===== src/rtl/pifo_deq_ctrl.sv =====
`default_nettype none
// ============================================================================
// Module  : pifo_deq_ctrl
// Brief   : Paced PIFO head remover feeding a first-word-fall-through FIFO.
// Revision: 1.0
// ============================================================================
module pifo_deq_ctrl #(
  parameter int RANK_WIDTH    = 10,
  parameter int META_WIDTH    = 20,
  parameter int L2_FIFO_DEPTH = 2,
  parameter int HOLDOFF       = 2
) (
  input  logic                     clk,
  input  logic                     rst,
  input  logic                     enable,
  input  logic                     pifo_valid_out,
  input  logic [RANK_WIDTH-1:0]    pifo_rank_out,
  input  logic [META_WIDTH-1:0]    pifo_meta_out,
  output logic                     pifo_remove,
  output logic                     m_valid,
  input  logic                     m_ready,
  output logic [RANK_WIDTH-1:0]    m_rank,
  output logic [META_WIDTH-1:0]    m_meta,
  output logic [L2_FIFO_DEPTH:0]   fifo_level,
  output logic [31:0]              deq_count
);

  localparam int                    DEPTH      = 2 ** L2_FIFO_DEPTH;
  localparam int                    ENTRY_W    = RANK_WIDTH + META_WIDTH;
  localparam logic [L2_FIFO_DEPTH:0] LEVEL_FULL = (L2_FIFO_DEPTH + 1)'(DEPTH);
  localparam logic [3:0]            HOLD_LOAD  = (HOLDOFF > 0) ? 4'(HOLDOFF - 1) : 4'd0;

  typedef enum logic {
    S_IDLE = 1'b0,
    S_HOLD = 1'b1
  } state_t;

  state_t                   state_q, state_d;
  logic [3:0]               hold_q, hold_d;
  logic [L2_FIFO_DEPTH-1:0] wr_ptr_q, rd_ptr_q;
  logic [L2_FIFO_DEPTH:0]   level_q, level_d;
  logic [31:0]              deq_count_q;
  logic [ENTRY_W-1:0]       mem_q [DEPTH];

  logic push, pop;

  // Full check deliberately ignores a same-cycle pop.
  assign pifo_remove = rst && (state_q == S_IDLE) && enable && pifo_valid_out
                       && (level_q < LEVEL_FULL);
  assign push        = pifo_remove;
  assign m_valid     = (level_q != '0);
  assign pop         = m_valid && m_ready;

  assign m_rank      = m_valid ? mem_q[rd_ptr_q][ENTRY_W-1:META_WIDTH] : '0;
  assign m_meta      = m_valid ? mem_q[rd_ptr_q][META_WIDTH-1:0]       : '0;
  assign fifo_level  = level_q;
  assign deq_count   = deq_count_q;

  always_comb begin
    state_d = state_q;
    hold_d  = hold_q;
    unique case (state_q)
      S_IDLE: begin
        if (pifo_remove && (HOLDOFF > 0)) begin
          state_d = S_HOLD;
          hold_d  = HOLD_LOAD;
        end
      end
      S_HOLD: begin
        if (hold_q == 4'd0) begin
          state_d = S_IDLE;
        end else begin
          hold_d = hold_q - 4'd1;
        end
      end
      default: begin
        state_d = S_IDLE;
        hold_d  = 4'd0;
      end
    endcase
  end

  always_comb begin
    level_d = level_q;
    unique case ({push, pop})
      2'b10:   level_d = level_q + (L2_FIFO_DEPTH + 1)'(1);
      2'b01:   level_d = level_q - (L2_FIFO_DEPTH + 1)'(1);
      default: level_d = level_q;
    endcase
  end

  always_ff @(posedge clk or negedge rst) begin
    if (!rst) begin
      state_q     <= S_IDLE;
      hold_q      <= 4'd0;
      wr_ptr_q    <= '0;
      rd_ptr_q    <= '0;
      level_q     <= '0;
      deq_count_q <= 32'd0;
    end else begin
      state_q <= state_d;
      hold_q  <= hold_d;
      level_q <= level_d;
      if (push) begin
        wr_ptr_q    <= wr_ptr_q + L2_FIFO_DEPTH'(1);
        deq_count_q <= deq_count_q + 32'd1;
      end
      if (pop) begin
        rd_ptr_q <= rd_ptr_q + L2_FIFO_DEPTH'(1);
      end
    end
  end

  // Storage carries no reset; validity is tracked by level_q alone.
  always_ff @(posedge clk) begin
    if (push) begin
      mem_q[wr_ptr_q] <= {pifo_rank_out, pifo_meta_out};
    end
  end

endmodule
`default_nettype wire


===== config.mk =====
export PLATFORM = sky130hd
export DESIGN_NAME = pifo_deq_ctrl
export DESIGN_NICKNAME = d
export VERILOG_FILES = /design/src/rtl/pifo_deq_ctrl.sv
export SDC_FILE = /design/constraint.sdc
export NUM_CORES = 1
export LEC_CHECK = 0
export ABC_CLOCK_PERIOD_IN_PS = 4920
export BUFFER_PORTS_ARGS = -buffer_cell sky130_fd_sc_hd__buf_2
export CAP_MARGIN = 20
export CORE_ASPECT_RATIO = 0.9
export CORE_MARGIN = 3
export CORE_UTILIZATION = 50
export DETAILED_ROUTE_END_ITERATION = 16
export PLACE_DENSITY = 0.72
export SKIP_LAST_GASP = 1
export SLEW_MARGIN = 20
export SYNTH_ARGS = -nofsm -noshare
export SYNTH_HDL_FRONTEND = slang
export SYNTH_SLANG_ARGS = --single-unit

===== constraint.sdc =====
create_clock -name clk -period 4.92 [get_ports clk]
set_input_delay 0.246 -clock clk [delete_from_list [all_inputs] [get_ports clk]]
set_output_delay 0.246 -clock clk [all_outputs]
set_load 0.05 [all_outputs]

# --- Word level (Yosys, flattened, before mapping) ---
# Memory sizes are Yosys's and may differ from the RTL's.
# Index checks and enable logic that the tools add are counted.
op_classes:
  n_addsub: 6
  n_lt_le_gt_ge: 1
  n_eq_ne: 4
  muxes: 10
  n_bitwise: 1
  n_reduce_logical: 9
op_table:
  columns: ["cell", "n"]
  rows:
  - ["$add 32x1->32 const B", 1]
  - ["$mux 20", 1]
  - ["$mux 10", 1]
  - ["$mux 4", 2]
  - ["$pmux 4 s2", 1]
  - ["$pmux 3 s2", 1]
  - ["$logic_and 1x1->1", 5]
  - ["$add 2x1->2 const B", 2]
  - ["$logic_not 4->1", 1]
  - ["$ne 2x2->1 const B", 2]
  - ["$sub 4x1->4 const B", 1]
  - ["$add 3x1->3 const B", 1]
  - ["$lt 3x3->1 const B", 1]
  - ["$mux 1", 3]
  - ["$reduce_bool 3->1", 1]
  - ["$sub 3x1->3 const B", 1]
  - ["$eq 2x1->1 const B", 1]
  - ["$eq 2x2->1 const B", 1]
  - ["$pmux 1 s2", 1]
  - ["$reduce_and 2->1", 1]
  - ["$reduce_bool 2->1", 1]
  - ["$not 1->1", 1]
word_totals:
  regBits: 44
  ram_bits: 120
  in_bits: 35
  out_inout_bits: 67
  n_memories: 1
memory_table:
  columns: ["memory", "words", "word_bits", "read_ports", "rd_clocked_by_memory_dff", "write_ports", "line", "rtl"]
  rows:
  - ["mem_q", 4, 30, 1, 0, 1, "43", "logic [ENTRY_W-1:0] mem_q [DEPTH];"]

# --- Logic depth before layout (Yosys ltp) ---
# Gate-level depths: netlist (run 1).
depth:
  ltp_word: 7
  ltp_mapped: 8
  ltp_nobuf: 8

# --- Worst setup path before layout (run 1) ---
# Ideal clock, no wire load.
synth_timing:
  path_type: "reg-to-reg"
  startpoint: "register level_q[2] (netlist: fifo_level[2])"
  endpoint: "memory mem_q[0][0] in the netlist's numbering (enable)"
  setup_time_ps: 390
  arrival_time_ps: 2112
  required_ps: 4530
  slack_ps: 2419
  path_stages_with_launch: 5
  n_path_buf: 1
  cell_sequence: "dfrtp_1 -> nand2b_1 -> inv_1 -> buf_2 -> and2_1"
synth_between:
  elab_chain_cells: 4
synth_lines:
  columns: ["element", "line", "rtl"]
  rows:
  - ["start: declaration", "41", "logic [L2_FIFO_DEPTH:0] level_q, level_d;"]
  - ["start signal: assignment", "103", "level_q <= level_d;"]
  - ["$lt 3x3->1", "49", "&& (level_q < LEVEL_FULL);"]
  - ["$logic_and 1x1->1", "49", null]
  - ["net pifo_remove", "19", "output logic pifo_remove,"]
  - ["$mux 1", "116", "if (push) begin"]
  - ["$mux 1 (not written as such)", "117", "mem_q[wr_ptr_q] <= {pifo_rank_out, pifo_meta_out};"]
  - ["end: declaration", "43", null]
# The timed path passes the listed nets, and every way through them passes these cells.

# --- Worst setup path after layout (run 1) ---
layout_timing:
  startpoint: "input port rst"
  endpoint: "memory mem_q[0][18] in the netlist's numbering (enable)"
layout_between:
  elab_chain_cells: 6
layout_lines:
  columns: ["element", "line", "rtl"]
  rows:
  - ["start: declaration", "14", "input logic rst,"]
  - ["$logic_and 1x1->1 (3 in series)", "48", "assign pifo_remove = rst && (state_q == S_IDLE) && enable && pifo_valid_out"]
  - ["$logic_and 1x1->1", "49", null]
  - ["$mux 1", "116", null]
  - ["$mux 1 (not written as such)", "117", null]
# No other way between the ends.

==> results of run 1 <==
[worst min path at each step]
| stage | startpoint | endpoint | slack, ns | cells after the start |
|---|---|---|---|---|
| finish | pifo_meta_out[4] | mem_q[2][4] | 0.04 | 1 |
| global route | pifo_meta_out[9] | mem_q[2][9] | 0.04 | 1 |
| CTS | pifo_meta_out[4] | mem_q[2][4] | 0.03 | 1 |
| detailed placement | rst | deq_count[13] | 0.36 | 2 |
| global placement | rst | deq_count[13] | 0.35 | 2 |
| floorplan | rst | deq_count[0] | -0.05 | 0 |
[critical path: stages]
cell and delay [ns]:
dlygate4sd3_1 0.51, buf_2 0.09, buf_4 0.45, and4b_1 0.33, nand2b_1 0.14, inv_1 0.28
and2_2 0.76
[layout by cell type (no fill, tap or decap), types with 11 or more instances in the layout]
master | synthesis | layout
edfxtp_1 | 120 | 120
clkbuf_16 | 0 | 17
nor3_1 | 11 | 11
and2_1 | 36 | 34
xnor2_1 | 24 | 24
dfrtp_1 | 44 | 43
nand2_1 | 20 | 20
xor2_1 | 14 | 14
mux4_2 | 30 | 30
buf_2 | 4 | 101
nor2_1 | 13 | 13
inv_1 | 18 | 18
[power by group through the flow]
stage / Combinational, mW / Sequential [mW] / Clock (mW)
after global routing: 1.70 / 1.75 / 1.52
after floorplan: 1.24 / 1.75 / 0
final: 1.61 / 1.72 / 1.44
after detailed placement: 1.62 / 1.76 / 0
after global placement: 1.59 / 1.75 / 0
after CTS: 1.63 / 1.73 / 1.46
[metal layers]
metal  vias up  GRT usage  wire length (um)
met5         -          0                 0
met4         0     0.0565               154
met3        14     0.0557               601
met2        72      0.295              6370
met1      1846      0.248              5400
li1       1652          -                 -
[cells by family (layout without fill, tap and decap cells)]
kind of cell,count (synthesis),in the layout,synth area share
buf+inv,29,154,0.0172
mux,32,32,0.105
simple gates,109,109,0.0959
xor+xnor,38,38,0.0502
flops,164,164,0.710
compound gates,6,6,0.00529
fa+ha+maj,8,8,0.0162
[flip-flops by register name (all words and copies together), names as in the netlist]
name and count:
state_q 1, wr_ptr_q 2, rd_ptr_q 2, fifo_level 3, hold_q 4, mem_q 120
deq_count 32
[metrics by stage]
step | setup slack [ns] | std cells
floorplan | 2.42 | 386
global placement | 2.23 | 644
detailed placement | 2.13 | 644
CTS | 2.05 | 675
global route | 1.86 | 675
finish | 2.09 | 675
[cell type report]
class | count | area [um2]
Tap cell | 164 | 205
Multi-Input combinational cell | 193 | 1810
Fill cell | 930 | 4850
Sequential cell | 164 | 4710
Clock inverter | 11 | 209
Inverter | 18 | 67.6
Clock buffer | 19 | 433
Timing Repair Buffer | 106 | 546
==> impl_metrics.toml, run 1 <==
[cells_and_area]
nNetsFinal = 543
fin_util = 0.622
antenna_cells = 0
area_growth_pct = 20.4
final_area_um2 = 7980
final_layout_size_suffix_gt1_frac = 0.337

[logic_synthesis]
ys_async_sr_fraction = 0.268
ys.warnings.count = 0
ys_seq_area_frac = 0.710
synth-edff-count = 120
syn_avg_cell_area_um2 = 17.2
syn-cell-area_um2 = 6630
synth_top_cell_by_area = "edfxtp_1"
synthFlopType = "edfxtp_1"
yosysMostFrequentCell = "edfxtp_1"
synth_top_cell_area_share = 0.544
synthCells = 386
synth_cell_types = 32
synth_common_cells = "edfxtp_1, dfrtp_1, and2_1"
ys_seq_elements = 164
yosys-top-cells-area = "edfxtp_1, dfrtp_1, mux4_2"
syn-num-nets = 429

[setup_path]
rr_worst_depth = 8
required_ns = 4.96
reg2reg_to = "fifo_level[2]"
start_kind = "primary input"
path_class = "primary input to flip-flop"
worstPathArrival_ns = 2.87
cp-endpoint = "mem_q[0][18]"
crit_path_max_fanout = 45
r2r_slack_ns = 2.26
r2r_start = "fifo_level[2]"
worstSetupStartpoint = "rst"
cp-end-kind = "flip-flop"

[grt]
grt_use_total = 0.184
antenna_found_initial = 0
grt_pass1_vias = 3818
grt_max_degree = 46
overflow = 0
grt_pass1_wl_um = 20300

[timing]
holdWs_ns = 0.0441
fin_setup_tns_ns = 0
setup_viol = 0
skew_ns = 0.00904
fmax_ghz = 0.353
hold_violations = 0
period_share = 0.576
rsz0062_at_grt = "false"
finalMaxSlewViolations = 0
relSlewSlack = 0.370
fin_crit_ns = 2.83
tightest_slew_ns = 0.945

[clocking]
clk_latency_ns = 0.42
cts_made_buffers = 17
clock_path_buffers = 2
clockRootBuffer = "clkbuf_16"
cts_tree = "done"
h-tree-depth = 4
cts_resized = 0
cts_hold_buf = 1
cts_sinks = 164
clk_pin_slew_worst_paths_ns = 0.06
post_cts_buffers = 0

[die]
io_pins = 102
dieArea_um2 = 14700
num_rows = 39
core_area_um2 = 12800
die_w_um = 127
die_h_um = 115
floorplan.initialDensity = 0.516

[drt]
first_pass_iters = 4
vias_per_cell = 5.31
drtIter0Drc = 229
vias = 3584
routed_wl_um = 12500
drc_errors = 0
wl_per_cell_um = 18.6
ant_nets = 0

[pwr]
power_density_nw_per_um2 = 597
p_leak_nw = 3.14
power.share.switching = 0.359
p_sw_mw = 1.71
combinationalPowerShare = 0.337
power_frac_seq = 0.362
irDropWorstVdd_uv = 329
power_mw = 4.76
cell_internal_pwr_mw = 3.06
p_clk_frac = 0.301

[placement]
gp_congestion = 0.750
io_buffers = 101
placed_cell_area_um2 = 7320
hpwl_um = 7920

[status]
status = "finished, final reports clean"

[job]
drv_cap = 0

[min_path]
hp-class = "primary input to flip-flop"
No activity file was read; power rests on OpenSTA's default activity.
==> run 2: changes to the inputs <==
--- a/config.mk
+++ b/config.mk
@@ -5,14 +5,14 @@
 export SDC_FILE = /design/constraint.sdc
 export NUM_CORES = 1
 export LEC_CHECK = 0
-export ABC_CLOCK_PERIOD_IN_PS = 4920
+export ABC_CLOCK_PERIOD_IN_PS = 2300
 export BUFFER_PORTS_ARGS = -buffer_cell sky130_fd_sc_hd__buf_2
 export CAP_MARGIN = 20
 export CORE_ASPECT_RATIO = 0.9
 export CORE_MARGIN = 3
 export CORE_UTILIZATION = 50
 export DETAILED_ROUTE_END_ITERATION = 16
-export PLACE_DENSITY = 0.72
+export PLACE_DENSITY = 0.74
 export SKIP_LAST_GASP = 1
 export SLEW_MARGIN = 20
 export SYNTH_ARGS = -nofsm -noshare
==> constraint.sdc (replaced) <==
create_clock -name clk -period 2.3 [get_ports clk]
set_input_delay 0.115 -clock clk [delete_from_list [all_inputs] [get_ports clk]]
set_output_delay 0.115 -clock clk [all_outputs]
set_load 0.05 [all_outputs]
==> run 2 against run 1 <==
Wire length fell by 0.40%. Clock skew fell by 0.0021 ns. Die area did not move. Via count rose by 4.4%. Total power rose by 120%. Utilization rose by 3.6 points.
==> impl_metrics.toml, run 2 (synthesis results as in run 1) <==
[grt]
grt_use_total = 0.180
overflow = 0
grt_pass1_wl_um = 20100
grt_max_degree = 45
grt_pass1_vias = 3927
antenna_found_initial = 1

[timing]
fin_setup_tns_ns = 0
rsz0062_at_grt = "false"
relSlewSlack = 0.635
holdWs_ns = 0.0817
finalMaxSlewViolations = 0
skew_ns = 0.00691
fmax_ghz = 0.465
setup_viol = 0
tightest_slew_ns = 0.547
period_share = 0.936
fin_ws_ns = 0.147
hold_violations = 0
fin_crit_ns = 2.15

[die]
die_h_um = 115
floorplan.initialDensity = 0.516
io_pins = 102
num_rows = 39
dieArea_um2 = 14700
core_area_um2 = 12800
die_w_um = 127

[clocking]
cts_sinks = 164
cts_made_buffers = 17
cts_tree = "done"
clock_path_buffers = 2
clk_latency_ns = 0.41
clockRootBuffer = "clkbuf_16"
clk_pin_slew_worst_paths_ns = 0.06
h-tree-depth = 4

[cells_and_area]
final_common_cell = "edfxtp_1"
final_area_um2 = 8440
final_layout_size_suffix_gt1_frac = 0.345
top_register = "mem_q"
finalNonFillerCells = 724
largest_reg_flops = 120
final_cell_mix = "edfxtp_1, buf_2, dfrtp_1"
area_growth_pct = 27.3
nNetsFinal = 589
fin_util = 0.657

[setup_path]
reg2reg_to = "fifo_level[2]"
worstPathArrival_ns = 2.04
cp-endpoint = "m_meta[5]"
path_class = "flip-flop to output pin"
r2r_slack_ns = 0.32
required_ns = 2.18
crit_path_max_fanout = 14
r2r_start = "fifo_level[0]"
start_kind = "flip-flop"
worstSetupStartpoint = "rd_ptr_q[0]"
rr_worst_depth = 8
cp-end-kind = "output pin"

[status]
status = "finished, final reports clean"

[drt]
routed_wl_um = 12500
drc_errors = 0
vias_per_cell = 5.17
vias = 3742
ant_nets = 0
drtIter0Drc = 304
wl_per_cell_um = 17.2
first_pass_iters = 4

[placement]
placedCellCount = 654
gp_congestion = 0.789
dp_slack_ns = 0.312
placed_cell_area_um2 = 7440
io_buffers = 101
hpwl_um = 8020

[pwr]
power_density_nw_per_um2 = 1220
power_mw = 10.3
irDropWorstVdd_uv = 1130
p_leak_nw = 3.36

[job]
drv_cap = 0

[min_path]
hp-class = "primary input to flip-flop"
==> run 2: changes by cell type in the layout (fill, tap and decap cells not counted), sizes merged <==
cell / previous run / this run
dlygate4sd3: 1 / 31
buf: 105 / 121
bufinv: 6 / 4
clkbuf: 19 / 21
inv: 18 / 20
diode: 0 / 1
==> run 2: repair_timing <==
action,in CTS,in global routing
endpoints found under the hold margin,164,0
buffers inserted,0,6
endpoints found under the setup margin,2,7
resized for setup,1,0
hold buffers,31,0
==> run 2: cell type report <==
| class | count | area (um2) |
|---|---|---|
| Antenna cell | 1 | 2.50 |
| Clock buffer | 21 | 460 |
| Clock inverter | 11 | 175 |
| Fill cell | 901 | 4400 |
| Inverter | 18 | 67.6 |
| Multi-Input combinational cell | 193 | 1810 |
| Sequential cell | 164 | 4710 |
| Tap cell | 164 | 205 |
| Timing Repair Buffer | 152 | 1000 |
==> run 2: worst min path at each step <==
stage                  from      endpoint  slack [ns]  cells past startpoint
global route        m_ready   rd_ptr_q[0]         0.1                      3
CTS                 m_ready   rd_ptr_q[0]        0.07                      3
floorplan               rst  deq_count[0]       -0.18                      0
global placement        rst  deq_count[8]        0.27                      2
finish              m_ready   rd_ptr_q[0]        0.08                      3
detailed placement      rst  deq_count[6]        0.27                      2
==> run 2: per-layer routing <==
layer  vias to the layer above  share of wire  global-route usage  routed length, um
li1                       1747              -                   -                  -
met1                      1901           0.45               0.239               5610
met2                        84           0.49               0.290               6170
met3                        10          0.046              0.0534                577
met4                         0         0.0099              0.0572                123
met5                         -              0                   0                  0
==> run 2: critical path, cell delays in order (launching register included) <==
cell and delay, ns:
dfrtp_4 0.52, buf_12 0.20, mux4_2 0.49, and2_1 0.19
buf_2 0.21
==> run 2: where the power goes <==
part / total [mW] / switching (mW) / internal, mW
clock: 2.99 / 1.11 / 1.88
combinational: 3.76 / 2.44 / 1.32
sequential: 3.56 / 0.160 / 3.40
total: 10.3 / 3.71 / 6.60
==> run 3: changes to the inputs <==
--- a/config.mk
+++ b/config.mk
@@ -8,11 +8,14 @@
 export ABC_CLOCK_PERIOD_IN_PS = 2300
 export BUFFER_PORTS_ARGS = -buffer_cell sky130_fd_sc_hd__buf_2
 export CAP_MARGIN = 20
+export CELL_PAD_IN_SITES_DETAIL_PLACEMENT = 1
+export CELL_PAD_IN_SITES_GLOBAL_PLACEMENT = 2
 export CORE_ASPECT_RATIO = 0.9
 export CORE_MARGIN = 3
-export CORE_UTILIZATION = 50
+export CORE_UTILIZATION = 37
+export CTS_CLUSTER_DIAMETER = 80
 export DETAILED_ROUTE_END_ITERATION = 16
-export PLACE_DENSITY = 0.74
+export PLACE_DENSITY_LB_ADDON = 0.1
 export SKIP_LAST_GASP = 1
 export SLEW_MARGIN = 20
 export SYNTH_ARGS = -nofsm -noshare
==> run 3 against run 2 <==
Combinational power about the same. Worst hold slack better by 0.022 ns. Wire length up 17%. Clock power down 8.4%. Final cell count up 9.0%. Utilization down 17 points. Die area up 33%. Non-clock buffer count down 4. Sequential share of layout area down 0.29 points. Clock skew up 0.0046 ns. Largest power group unchanged. Highest routed layer unchanged.
==> impl_metrics.toml, run 3 (synthesis results as in run 1) <==
[timing]
tightest_slew_ns = 0.605
relSlewSlack = 0.597
rsz0062_at_grt = "false"
hold_violations = 0
fin_crit_ns = 2.12
holdWs_ns = 0.103
finalMaxSlewViolations = 0
skew_ns = 0.0115
fin_setup_tns_ns = 0
setup_viol = 0
fmax_ghz = 0.471
period_share = 0.924

[setup_path]
r2r_slack_ns = 0.32
path_class = "flip-flop to output pin"
rr_worst_depth = 8
cp_cell_sequence = "buf_12 -> mux4_2 -> and2_1 -> buf_2"
cp-end-kind = "output pin"
crit_path_max_fanout = 19
worstPathArrival_ns = 2.01
r2r_start = "fifo_level[0]"
worstSetupStartpoint = "rd_ptr_q[1]"
critical_path.slowest_cell = "dfrtp_2"
crit_cells = 4
cp.buffers_inverters = 2
start_kind = "flip-flop"
cpPeakStageDelay_ns = 0.62
required_ns = 2.18
cp-endpoint = "m_rank[5]"
reg2reg_to = "fifo_level[2]"
path_delay_family = "flip-flops"

[drt]
first_pass_iters = 4
drtIter0Drc = 174
drc_errors = 0
vias = 3775
wl_per_cell_um = 18.4
routed_wl_um = 14500
ant_nets = 0
vias_per_cell = 4.78

[cells_and_area]
final_cell_mix = "edfxtp_1, buf_2, dfrtp_1"
multi_input_area_um2 = 1810
finalNonFillerCells = 789
final_area_um2 = 8480
final_common_cell = "edfxtp_1"
n_fill_cell = 1717
area_growth_pct = 28.0
largest_reg_flops = 120
seq_area_um2 = 4710
antenna_cells = 0
nNetsFinal = 585
final_layout_size_suffix_gt1_frac = 0.339
top_register = "mem_q"

[pwr]
irDropWorstVdd_uv = 588
power_mw = 10.1
cell_internal_pwr_mw = 6.30
p_sw_mw = 3.82
power_frac_seq = 0.357
combinationalPowerShare = 0.372
power_density_nw_per_um2 = 1190
power.share.switching = 0.377
p_clk_frac = 0.271
p_leak_nw = 3.32

[grt]
grt_max_degree = 45
antenna_found_initial = 0
overflow = 0
grt_pass1_wl_um = 23100
grt_use_total = 0.154
grt_pass1_vias = 3973

[die]
dieArea_um2 = 19600
die_w_um = 147
num_rows = 45
io_pins = 102
core_area_um2 = 17200
floorplan.initialDensity = 0.385
die_h_um = 133

[clocking]
cts_sinks = 164
cts_tree = "done"
clk_pin_slew_worst_paths_ns = 0.06
clockRootBuffer = "clkbuf_16"
clock_path_buffers = 2
clk_latency_ns = 0.42
cts_made_buffers = 17
h-tree-depth = 4

[placement]
hpwl_um = 9540
io_buffers = 101
placedCellCount = 725
placed_cell_area_um2 = 7580
gp_congestion = 0.708

[min_path]
hp-class = "primary input to flip-flop"

[job]
drv_cap = 0

[status]
status = "finished, final reports clean"
run 3: changes by cell type in the layout (fill, tap and decap cells not counted), sizes merged:
| cell | delta |
|---|---|
| clkinv | +4 |
| clkbuf | -4 |
| diode | -1 |
| clkinvlp | +1 |
| buf | -4 |
| bufinv | -2 |
run 3: cell type report:
type	instances	share of cell area
repair buffers	148	0.122
clock buffers	17	0.0502
clock inverters	14	0.0161
multi-input cells	193	0.214
well taps	235	0.0347
flip-flops and latches	164	0.555
inverters	18	0.00797
run 3: power by group through the flow:
| stage | Clock [mW] | Combinational, mW | Sequential (mW) |
|---|---|---|---|
| final | 2.74 | 3.77 | 3.61 |
| after global routing | 2.94 | 4.02 | 3.64 |
| after CTS | 2.82 | 3.74 | 3.66 |
| after detailed placement | 0 | 3.69 | 3.71 |
| after global placement | 0 | 3.67 | 3.69 |
| after floorplan | 0 | 2.66 | 3.74 |
run 3: metal layers:
layer  wire [um]  part of all wire  vias to the layer above  track usage
met3         595             0.041                       12       0.0418
li1            -                 -                     1736            -
met1        6780              0.47                     1950        0.215
met2        7030              0.48                       77        0.239
met4         147             0.010                        0       0.0435
met5           0                 0                        -            0
run 3: repair_timing:
action,in CTS,in global routing
setup buffers,0,2
hold buffers,31,0
pin swaps,0,0
endpoints found under the hold margin,164,0
gates resized for setup,1,0
endpoints found under the setup margin,23,5
run 3: worst reg2reg max path: stages, from the launching register on:
cell and delay [ns]:
dfrtp_1 0.41, or3_1 0.39, and2_1 0.21, ha_1 0.22
inv_1 0.07, fa_1 0.18, xor2_1 0.16, nor2_1 0.07
xor2_1 0.14
run 3: metrics by stage:
| step | setup slack, ns | utilization |
|---|---|---|
| detailed placement | 0.326 | 0.440 |
| global route | 0.0832 | 0.492 |
| finish | 0.176 | 0.492 |
| CTS | 0.0127 | 0.491 |
| global placement | 0.364 | 0.440 |
| floorplan | 0.0987 | - |
run 3: how the worst min path moves through the flow:
stage | endpoint | slack, ns | from | cells after the start
after detailed placement | deq_count[8] | 0.33 | rst | 2
final | rd_ptr_q[0] | 0.10 | m_ready | 3
after floorplan | deq_count[0] | -0.18 | rst | 0
after global routing | rd_ptr_q[0] | 0.11 | m_ready | 3
after global placement | deq_count[8] | 0.33 | rst | 2
after CTS | rd_ptr_q[0] | 0.09 | m_ready | 3
